File: src/rtl/regfile_writeback_ctrl_pkg.sv
// Shared types and defaults for the register-file writeback controller.
// One writeback entry is {wreg, wcb, addr, data, cb}, MSB first.
package regfile_writeback_ctrl_pkg;

  localparam int DATA_W_DEF = 8;
  localparam int ADDR_W_DEF = 3;
  localparam int NUM_REGS   = 8;
  localparam int DEPTH_DEF  = 4;

  typedef struct packed {
    logic                  wreg;
    logic                  wcb;
    logic [ADDR_W_DEF-1:0] addr;
    logic [DATA_W_DEF-1:0] data;
    logic                  cb;
  } wb_entry_t;

  localparam int ENTRY_W = $bits(wb_entry_t);

  function automatic int entry_width(input int addr_w, input int data_w);
    return addr_w + data_w + 3;
  endfunction

endpackage

File: src/rtl/regfile_writeback_ctrl_wb_fifo.sv
// Parameterised synchronous FIFO; push is ignored when full, pop when empty.
// head_o always shows the oldest entry (undefined content when empty).
module wb_fifo #(
  parameter int W     = 14,
  parameter int DEPTH = 4
) (
  input  logic                       clk_i,
  input  logic                       rst_i,
  input  logic                       push_i,
  input  logic [W-1:0]               din_i,
  input  logic                       pop_i,
  output logic [W-1:0]               head_o,
  output logic [$clog2(DEPTH):0]     count_o,
  output logic                       full_o,
  output logic                       empty_o
);

  localparam int PTR_W = $clog2(DEPTH);
  localparam int CNT_W = PTR_W + 1;

  logic [W-1:0]     mem_q [DEPTH];
  logic [W-1:0]     mem_d [DEPTH];
  logic [PTR_W-1:0] wr_ptr_q, wr_ptr_d;
  logic [PTR_W-1:0] rd_ptr_q, rd_ptr_d;
  logic [CNT_W-1:0] count_q, count_d;
  logic             do_push, do_pop;

  assign full_o  = (count_q == CNT_W'(DEPTH));
  assign empty_o = (count_q == '0);
  assign head_o  = mem_q[rd_ptr_q];
  assign count_o = count_q;

  assign do_push = push_i && !full_o;
  assign do_pop  = pop_i && !empty_o;

  always_comb begin
    mem_d    = mem_q;
    wr_ptr_d = wr_ptr_q;
    rd_ptr_d = rd_ptr_q;
    count_d  = count_q;
    if (do_push) begin
      mem_d[wr_ptr_q] = din_i;
      wr_ptr_d        = wr_ptr_q + PTR_W'(1);
    end
    if (do_pop) begin
      rd_ptr_d = rd_ptr_q + PTR_W'(1);
    end
    // Push and pop together leave occupancy unchanged.
    if (do_push && !do_pop) begin
      count_d = count_q + CNT_W'(1);
    end else if (do_pop && !do_push) begin
      count_d = count_q - CNT_W'(1);
    end
  end

  always_ff @(posedge clk_i or posedge rst_i) begin
    if (rst_i) begin
      for (int i = 0; i < DEPTH; i++) begin
        mem_q[i] <= '0;
      end
      wr_ptr_q <= '0;
      rd_ptr_q <= '0;
      count_q  <= '0;
    end else begin
      mem_q    <= mem_d;
      wr_ptr_q <= wr_ptr_d;
      rd_ptr_q <= rd_ptr_d;
      count_q  <= count_d;
    end
  end

endmodule

File: src/rtl/regfile_writeback_ctrl.sv
// Register-file writer: arbitrates ALU/load results into an in-order FIFO,
// drains one entry per cycle onto the write port and tracks pending writes.
module regfile_writeback_ctrl
  import regfile_writeback_ctrl_pkg::*;
#(
  parameter int DATA_W = DATA_W_DEF,
  parameter int ADDR_W = ADDR_W_DEF,
  parameter int DEPTH  = DEPTH_DEF
) (
  input  logic                     clk_i,
  input  logic                     rst_i,
  input  logic                     alu_valid_i,
  output logic                     alu_ready_o,
  input  logic                     alu_wreg_i,
  input  logic                     alu_wcb_i,
  input  logic [ADDR_W-1:0]        alu_addr_i,
  input  logic [DATA_W-1:0]        alu_data_i,
  input  logic                     alu_cb_i,
  input  logic                     mem_valid_i,
  output logic                     mem_ready_o,
  input  logic [ADDR_W-1:0]        mem_addr_i,
  input  logic [DATA_W-1:0]        mem_data_i,
  output logic                     write_o,
  output logic [ADDR_W-1:0]        write_addr_o,
  output logic [DATA_W-1:0]        write_data_o,
  output logic                     write_CB_o,
  output logic                     cb_data_o,
  output logic [2**ADDR_W-1:0]     pending_o,
  output logic [$clog2(DEPTH):0]   count_o
);

  localparam int NREG = 2**ADDR_W;
  localparam int EW   = entry_width(ADDR_W, DATA_W);
  localparam int PW   = $clog2(DEPTH + 2);

  // Valid/ready: a transfer happens on a rising edge where both are high.
  // Readies depend only on occupancy and mem_valid_i, so a pop in the same
  // cycle never frees a slot early and no comb path runs from pop to ready.

  logic [EW-1:0] mem_entry, alu_entry, push_entry, head;
  logic          fifo_full, fifo_empty, push, push_mem, push_alu;

  assign mem_entry = {1'b1, 1'b0, mem_addr_i, mem_data_i, 1'b0};
  assign alu_entry = {alu_wreg_i, alu_wcb_i, alu_addr_i, alu_data_i, alu_cb_i};

  assign mem_ready_o = !fifo_full;
  assign alu_ready_o = !fifo_full && !mem_valid_i;

  assign push_mem   = mem_valid_i && mem_ready_o;
  // An ALU result that writes nothing completes its handshake but is dropped.
  assign push_alu   = alu_valid_i && alu_ready_o && (alu_wreg_i || alu_wcb_i);
  assign push       = push_mem || push_alu;
  assign push_entry = push_mem ? mem_entry : alu_entry;

  wb_fifo #(.W(EW), .DEPTH(DEPTH)) u_fifo (
    .clk_i   (clk_i),
    .rst_i   (rst_i),
    .push_i  (push),
    .din_i   (push_entry),
    .pop_i   (!fifo_empty),
    .head_o  (head),
    .count_o (count_o),
    .full_o  (fifo_full),
    .empty_o (fifo_empty)
  );

  logic              write_q, write_d;
  logic              write_cb_q, write_cb_d;
  logic [ADDR_W-1:0] write_addr_q, write_addr_d;
  logic [DATA_W-1:0] write_data_q, write_data_d;
  logic              cb_data_q, cb_data_d;

  always_comb begin
    write_d      = 1'b0;
    write_cb_d   = 1'b0;
    write_addr_d = write_addr_q;
    write_data_d = write_data_q;
    cb_data_d    = cb_data_q;
    if (!fifo_empty) begin
      write_d      = head[EW-1];
      write_cb_d   = head[EW-2];
      write_addr_d = head[DATA_W+ADDR_W:DATA_W+1];
      write_data_d = head[DATA_W:1];
      cb_data_d    = head[0];
    end
  end

  // A register stays pending from push until its write leaves the output stage.
  logic [PW-1:0]   pend_q [NREG];
  logic [PW-1:0]   pend_d [NREG];
  logic [NREG-1:0] inc_vec, dec_vec;

  always_comb begin
    for (int r = 0; r < NREG; r++) begin
      inc_vec[r] = push && push_entry[EW-1] &&
                   (push_entry[DATA_W+ADDR_W:DATA_W+1] == ADDR_W'(r));
      dec_vec[r] = write_q && (write_addr_q == ADDR_W'(r));
      pend_d[r]  = pend_q[r];
      if (inc_vec[r] && !dec_vec[r]) begin
        pend_d[r] = pend_q[r] + PW'(1);
      end else if (dec_vec[r] && !inc_vec[r]) begin
        pend_d[r] = pend_q[r] - PW'(1);
      end
      pending_o[r] = (pend_q[r] != '0);
    end
  end

  always_ff @(posedge clk_i or posedge rst_i) begin
    if (rst_i) begin
      write_q      <= 1'b0;
      write_cb_q   <= 1'b0;
      write_addr_q <= '0;
      write_data_q <= '0;
      cb_data_q    <= 1'b0;
      for (int r = 0; r < NREG; r++) begin
        pend_q[r] <= '0;
      end
    end else begin
      write_q      <= write_d;
      write_cb_q   <= write_cb_d;
      write_addr_q <= write_addr_d;
      write_data_q <= write_data_d;
      cb_data_q    <= cb_data_d;
      pend_q       <= pend_d;
    end
  end

  assign write_o      = write_q;
  assign write_CB_o   = write_cb_q;
  assign write_addr_o = write_addr_q;
  assign write_data_o = write_data_q;
  assign cb_data_o    = cb_data_q;

endmodule

File: config.mk
export PLATFORM = sky130hd
export DESIGN_NAME = regfile_writeback_ctrl
export DESIGN_NICKNAME = d
export VERILOG_FILES = /design/src/rtl/regfile_writeback_ctrl_pkg.sv /design/src/rtl/regfile_writeback_ctrl_wb_fifo.sv /design/src/rtl/regfile_writeback_ctrl.sv
export SDC_FILE = /design/constraint.sdc
export NUM_CORES = 1
export LEC_CHECK = 0
export ABC_AREA = 1
export CORE_MARGIN = 2
export CORE_UTILIZATION = 40
export CTS_CLUSTER_DIAMETER = 100
export DETAILED_ROUTE_END_ITERATION = 8
export PLACE_DENSITY = 0.63
export REMOVE_ABC_BUFFERS = 1
export SLEW_MARGIN = 20
export SYNTH_ARGS = -nofsm -noshare
export SYNTH_HDL_FRONTEND = slang
export SYNTH_HIERARCHICAL = 1
export SYNTH_SLANG_ARGS = --single-unit
File: constraint.sdc
create_clock -name clk_i -period 3.1 [get_ports clk_i]
set_input_delay 0.62 -clock clk_i [delete_from_list [all_inputs] [get_ports clk_i]]
set_output_delay 0.62 -clock clk_i [all_outputs]
set_load 0.005 [all_outputs]
==> key figures, run 1 <==
Outcome
  – Status: finished clean

Setup path
  – Critical path type: reg -> reg
  – Critical-path top delay cell: dfrtp_1
  – Crit-path most repeated cell: nand2_1
  – Slowest stage delay, CP: 440 ps
  – Worst Path Required: 3340 ps
  – Crit Path Max Fanout: 13
  – Critical Path Sink Type: flip-flop
  – Register-to-Register Path Depth: 15
  – Cells along the critical path: nor2_2, nand2_4, inv_2, inv_2, nand2_4, nand2_1, nand2_1, nand3_2, nor2_1, ha_1, inv_1, fa_1, nand2_1, nand3b_1, xor2_1
  – Startpoint Class: flip-flop
  – Crit path arrival time: 2900 ps

STA
  – # setup viols final: 0
  – Crit path time final: 2650 ps
  – Endpoints failing hold: 0
  – Period utilization: 85.6%
  – RSZ-0062 raised after global routing: no
  – Slew @ Worst Pin: 688 ps
  – Setup TNS: 0 ps
  – Clk_skew: 5.14 ps
  – Fmax: 377 MHz
  – Slew Limit Fails: 0
  – Min setup slack post-route: 445 ps
  – Rel. slew slack: 54.1%

Route
  – Final ANT Viol Nets: 0
  – Total length of routed wires: 13900 um
  – Iter 0 DRT Violations: 284
  – Drt pass-1 iters: 5
  – Routed WL per cell: 15.1 um
  – Via count: 4660
  – Drt drc: 0
  – Vias per std cell: 5.07

Power and ir drop
  – Total net switching power: 2.87 mW
  – Gate power share: 47.8%
  – Clk pwr share: 17.0%
  – Maximum vdd drop: 0.441 mV
  – P per Cell Area: 1040 nW/um2
  – Sw frac: 42.5%
  – Sequential power share: 35.1%
  – Int Power: 3.88 mW
  – Static Leak: 3.29 nW

Clock tree
  – Root Driver: clkbuf_16
  – CTS tree: built
  – Number of setup buffers added after CTS: 0
  – Total CTS buffers: 9
  – Clock buffer depth: 2
  – Clk_lat worst skew: 350 ps
  – Sink Count: 101
  – Hold_buf cts: 0
  – Clock Pin Slew Worst Setup and Hold Paths: 70 ps
  – # H-tree levels: 3
  – Post-CTS sizing: 0

GRT
  – Tot GR Track Use: 20.4%
  – Largest net degree at the start of global routing: 62
  – GRT overflow: 0
  – Initial antenna violation count: 0
  – First-pass GRT wire length: 23300 um
  – Vias in the first global route: 4718

Place
  – Port bufs: 55
  – DP HPWL: 9110 um
  – DP Cell Count: 903
  – Placer Congestion: 0.808
  – DP Worst Slack: 108 ps

Floorplanning
  – Top Ports: 56
  – Die W: 121 um
  – Core area: 13300 um2
  – Row count: 42
  – Die Span Y: 121 um
  – Initial core utilization: 41.1%
  – Total die area: 14600 um2

Cells and area
  – Share of layout cells above drive strength 1: 8.21%
  – Final Non-Filler Cells: 919
  – Final net count: 789
  – Area Growth Syn to Fin: 19.3%
  – FILL cells: 1294
  – Diode count: 0
  – Leading cell types in the layout, fill and taps excluded: 252 x nand2_1, 101 x dfrtp_1, 68 x nor2_1
  – Commonest non-fill, non-tap cell in the layout: nand2_1

Synth
  – Warnings from Yosys: 6
  – Post-synthesis cell type count: 24
  – FF+latch count, synth: 101
  – Syn Inst Count: 684
  – Synthesized area per cell: 7.99 um2
  – Synthesized cell area: 5470 um2
  – Register area share after synthesis: 46.2%

Flow run
  – Max Cap Viol: 0

Min path
  – Hold Path Depth: 2
  – HP Class: reg -> reg
[routing by layer]
metal	GRT usage, %	vias to the layer above	wire length (um)
met1	26.7	2241	6320
met2	34.5	106	6750
met4	6.32	0	212
met5	0	-	0
li1	-	2291	-
met3	3.62	22	596
[cell type report]
class | instances | area [um2] | share of cell area [%]
well taps | 176 | 220 | 3.38
inverters | 58 | 218 | 3.34
clock buffers | 9 | 225 | 3.45
flip-flops and latches | 101 | 2530 | 38.8
clock inverters | 7 | 72.6 | 1.11
repair buffers | 77 | 728 | 11.2
multi-input cells | 491 | 2530 | 38.8
[synth_stat cells]
| cell | instances | area, um2 |
|---|---|---|
| nand2_1 | 252 | 946 |
| dfrtp_1 | 101 | 2530 |
| nor2_1 | 68 | 255 |
| nand4_1 | 57 | 357 |
| inv_1 | 52 | 195 |
| o21ai_0 | 28 | 140 |
| o21ai_1 | 17 | 85.1 |
| ha_1 | 13 | 163 |
| clkbuf_1 | 12 | 45.0 |
| buf_2 | 11 | 55.1 |
| fa_1 | 9 | 180 |
| nand3_1 | 9 | 45.0 |
| xnor2_1 | 9 | 78.8 |
| xor2_1 | 8 | 70.1 |
| buf_4 | 7 | 52.6 |
| inv_2 | 6 | 22.5 |
| nand3_2 | 6 | 60.1 |
| mux2_2 | 5 | 56.3 |
| nand3b_1 | 5 | 37.5 |
| buf_6 | 3 | 33.8 |
| nand2_4 | 3 | 33.8 |
| buf_1 | 1 | 3.75 |
| nor2_2 | 1 | 6.26 |
| o21ai_4 | 1 | 16.3 |
[flip-flops by register name (all words and copies together) (netlist names)]
register	count
write_CB_o	1
write_o	1
write_addr_o	3
u_fifo/mem_q	56
pend_q	24
u_fifo/rd_ptr_q	2
cb_data_o	1
u_fifo/wr_ptr_q	2
write_data_o	8
u_fifo/count_o	3
[worst max-delay path: cells and delay by family, from the launching register on]
family        cells  cell delay, ps
xor+xnor          1             150
fa+ha+maj         2             570
buf+inv           3             210
flops             1             440
simple gates      9            1160
[path summary, 6_finish.rpt]
kind	startpoint	end	slack, ps
max reg2reg	u_fifo/count_o[0]$_DFFE_PP0P_	pend_q[5]$_DFFE_PP0P_	450
min reg2reg	u_fifo/mem_q[38]$_DFFE_PP0P_	u_fifo/mem_q[38]$_DFFE_PP0P_	470
max	u_fifo/count_o[0]$_DFFE_PP0P_	pend_q[5]$_DFFE_PP0P_	450
min	u_fifo/mem_q[38]$_DFFE_PP0P_	u_fifo/mem_q[38]$_DFFE_PP0P_	470
min in group asynchronous	rst_i	u_fifo/count_o[2]$_DFFE_PP0P_	730
max in group asynchronous	rst_i	u_fifo/mem_q[44]$_DFFE_PP0P_	1740
[metrics by stage]
step           area, um2  hold slack (ps)  util, %  power (mW)
2_1_floorplan       5280              437        -        4.36
3_3_place_gp        6220              448     46.8        5.48
3_5_place_dp        6220              455     46.8        5.62
4_1_cts             6520              472     49.0        6.80
5_1_grt             6520              490     49.0        7.37
6_report            6520              470     49.0        6.75
[cells by family after synthesis]
logic type	after synthesis	share of synthesized area, %
and+or+nand+nor	401	31.8
DFF	101	46.2
buffers and inverters	92	7.46
AOI/OAI and AO/OA	46	4.42
adders and majority gates	22	6.27
xor gates and xnor gates	17	2.72
muxes	5	1.03
[power by group through the flow]
stage / Sequential [mW] / Combinational (mW) / Clock [mW]
2_1_floorplan: 2.35 / 2.01 / 0
3_3_place_gp: 2.36 / 3.12 / 0
3_5_place_dp: 2.40 / 3.22 / 0
4_1_cts: 2.38 / 3.25 / 1.18
5_1_grt: 2.46 / 3.67 / 1.23
6_report: 2.37 / 3.23 / 1.15
No activity file was read; power rests on OpenSTA's default activity.
==> run 2, diff against run 1 <==
CTS_CLUSTER_DIAMETER = unset   (was 100)
CTS_CLUSTER_SIZE = 14   (was unset)
==> results of run 2 <==
Final layout, timing and power as in run 1 (identical DEF).
==> edit (flow settings as in run 2) <==
The package constant `DEPTH_DEF` goes from 4 to 8.
--- a/src/rtl/regfile_writeback_ctrl_pkg.sv
+++ b/src/rtl/regfile_writeback_ctrl_pkg.sv
@@ -5,7 +5,7 @@
   localparam int DATA_W_DEF = 8;
   localparam int ADDR_W_DEF = 3;
   localparam int NUM_REGS   = 8;
-  localparam int DEPTH_DEF  = 4;
+  localparam int DEPTH_DEF  = 8;
 
   typedef struct packed {
     logic                  wreg;
Ports: changed (resized count_o); port bits go from 56 to 57. No check against the original RTL was run, so the function may have changed too.
==> edit against run 2 <==
Sequential power increased by 72%. Design area increased by 78%. Sequential cell count increased by 67. Maximum frequency decreased by 7.7%. Clock power increased by 77%. Power increased by 82%. Setup slack got worse by 0.22 ns. Global-route usage increased by 1.3 points. Routed wire length increased by 94%. Area after synthesis increased by 81%.
==> edit: results (changes against run 2) <==
* GR Util met2 at 0.364 (+0.0190)
* Req. time, crit path at 3.43 ns (+0.09 ns)
* Maximum vdd drop at 486 uV (+10%)
* Nets at 1,534 (+94%)
* Met3 Usage GRT at 0.0354 (-0.000745)
* CP Max Fanout at 9 (-4)
* Total number of vias at 8,992 (+93%)
* Leak Pwr at 6.24 nW (+90%)
* HP Start: u_fifo/mem_q[92]
* Iter 0 DRT Violations at 633 (+120%)
* Reg2Reg Depth at 17 (+2)
* Hold EP: u_fifo/mem_q[92]
* Max incr delay on CP at 0.40 ns (-0.04 ns)
* Netlist cell types at 27 (+13%)
* Met1 usage at 0.297 (+0.0298)
* Clk pwr share at 0.166 (-0.004)
* Vias in the first global route at 8,637 (+83%)
* Reg2reg end: pend_q[19]
* DR WL met3 at 1.41 mm (+140%)
* Max-slew headroom at 0.428 (-0.112)
* Status: completed
* Top post-synthesis cells by area: dfrtp_1 (43%), nand2_1 (24%), nand4_1 (7.1%)
* Hold_ws at 0.471 ns (+0.00149 ns)
* Largest register FFs at 112 (+100%)
* Post-Route WL at 27.0 mm (+94%)
* First-pass GRT wire length at 45.0 mm (+93%)
* Reg-to-reg slack, setup at 0.22 ns (-0.22 ns)
* I/O Buffers at 56 (+1.8%)
* WL met1 at 12.1 mm (+91%)
* Post-synthesis average cell area at 7.02 sq um (-12%)
* Largest net degree at the start of global routing at 82 (+32%)
* Post-synthesis compound-gate area fraction at 0.0133 (-0.0309)
* Switch Pwr at 5.55 mW (+93%)
* Layout cell share with drive strength beyond 1 at 0.0865 (+0.00445)
* H-Tree Level Count at 4 (+1)
* Sequential fraction of the synthesis area at 0.426 (-0.0368)
* Final Wtd Congestion at 0.827 (+2.3%)
* Final Non-Filler Cells at 1,803 (+96%)
* Mux contribution to synthesized area at 0 (-0.0103)
* Max Clock Skew at 0.0153 ns (+0.0102 ns)
* Total GRT Usage at 0.218 (+0.0134)
* Routed length on met2 at 13.1 mm (+95%)
* Post-Synth Adder-Cell Area at 0.0550 (-0.00775)
* DP Area at 11,000 sq um (+77%)
[edit: cell types whose count changed in the layout (fill, tap and decap cells not counted), moves of 17 or more]
| cell | change |
|---|---|
| nor2_1 | +94 |
| inv_1 | +65 |
| o21ai_1 | -17 |
| buf_4 | +43 |
| nand2_1 | +380 |
| dfrtp_1 | +66 |
| nand4_1 | +55 |
[edit: worst register-to-register path, cell delays in order (launching register included)]
cell	delay (ns)
dfrtp_1	0.40
nor2_2	0.18
nand3_4	0.10
inv_1	0.19
inv_2	0.09
nand2_4	0.18
nand2_1	0.11
o21ai_2	0.12
nand2_1	0.13
nor2_1	0.17
ha_1	0.20
inv_1	0.07
ha_1	0.29
or2_2	0.31
nand2_1	0.08
nand2_1	0.05
nand3_1	0.07
nand2_1	0.05
[edit: area by class of cell]
cell class | instances | area (sq um)
fill | 2485 | 12700
multi-input combinational | 1036 | 4870
sequential | 168 | 4210
timing repair buffer | 123 | 1100
inverter | 121 | 457
clock buffer | 19 | 433
tap | 324 | 405
clock inverter | 12 | 114
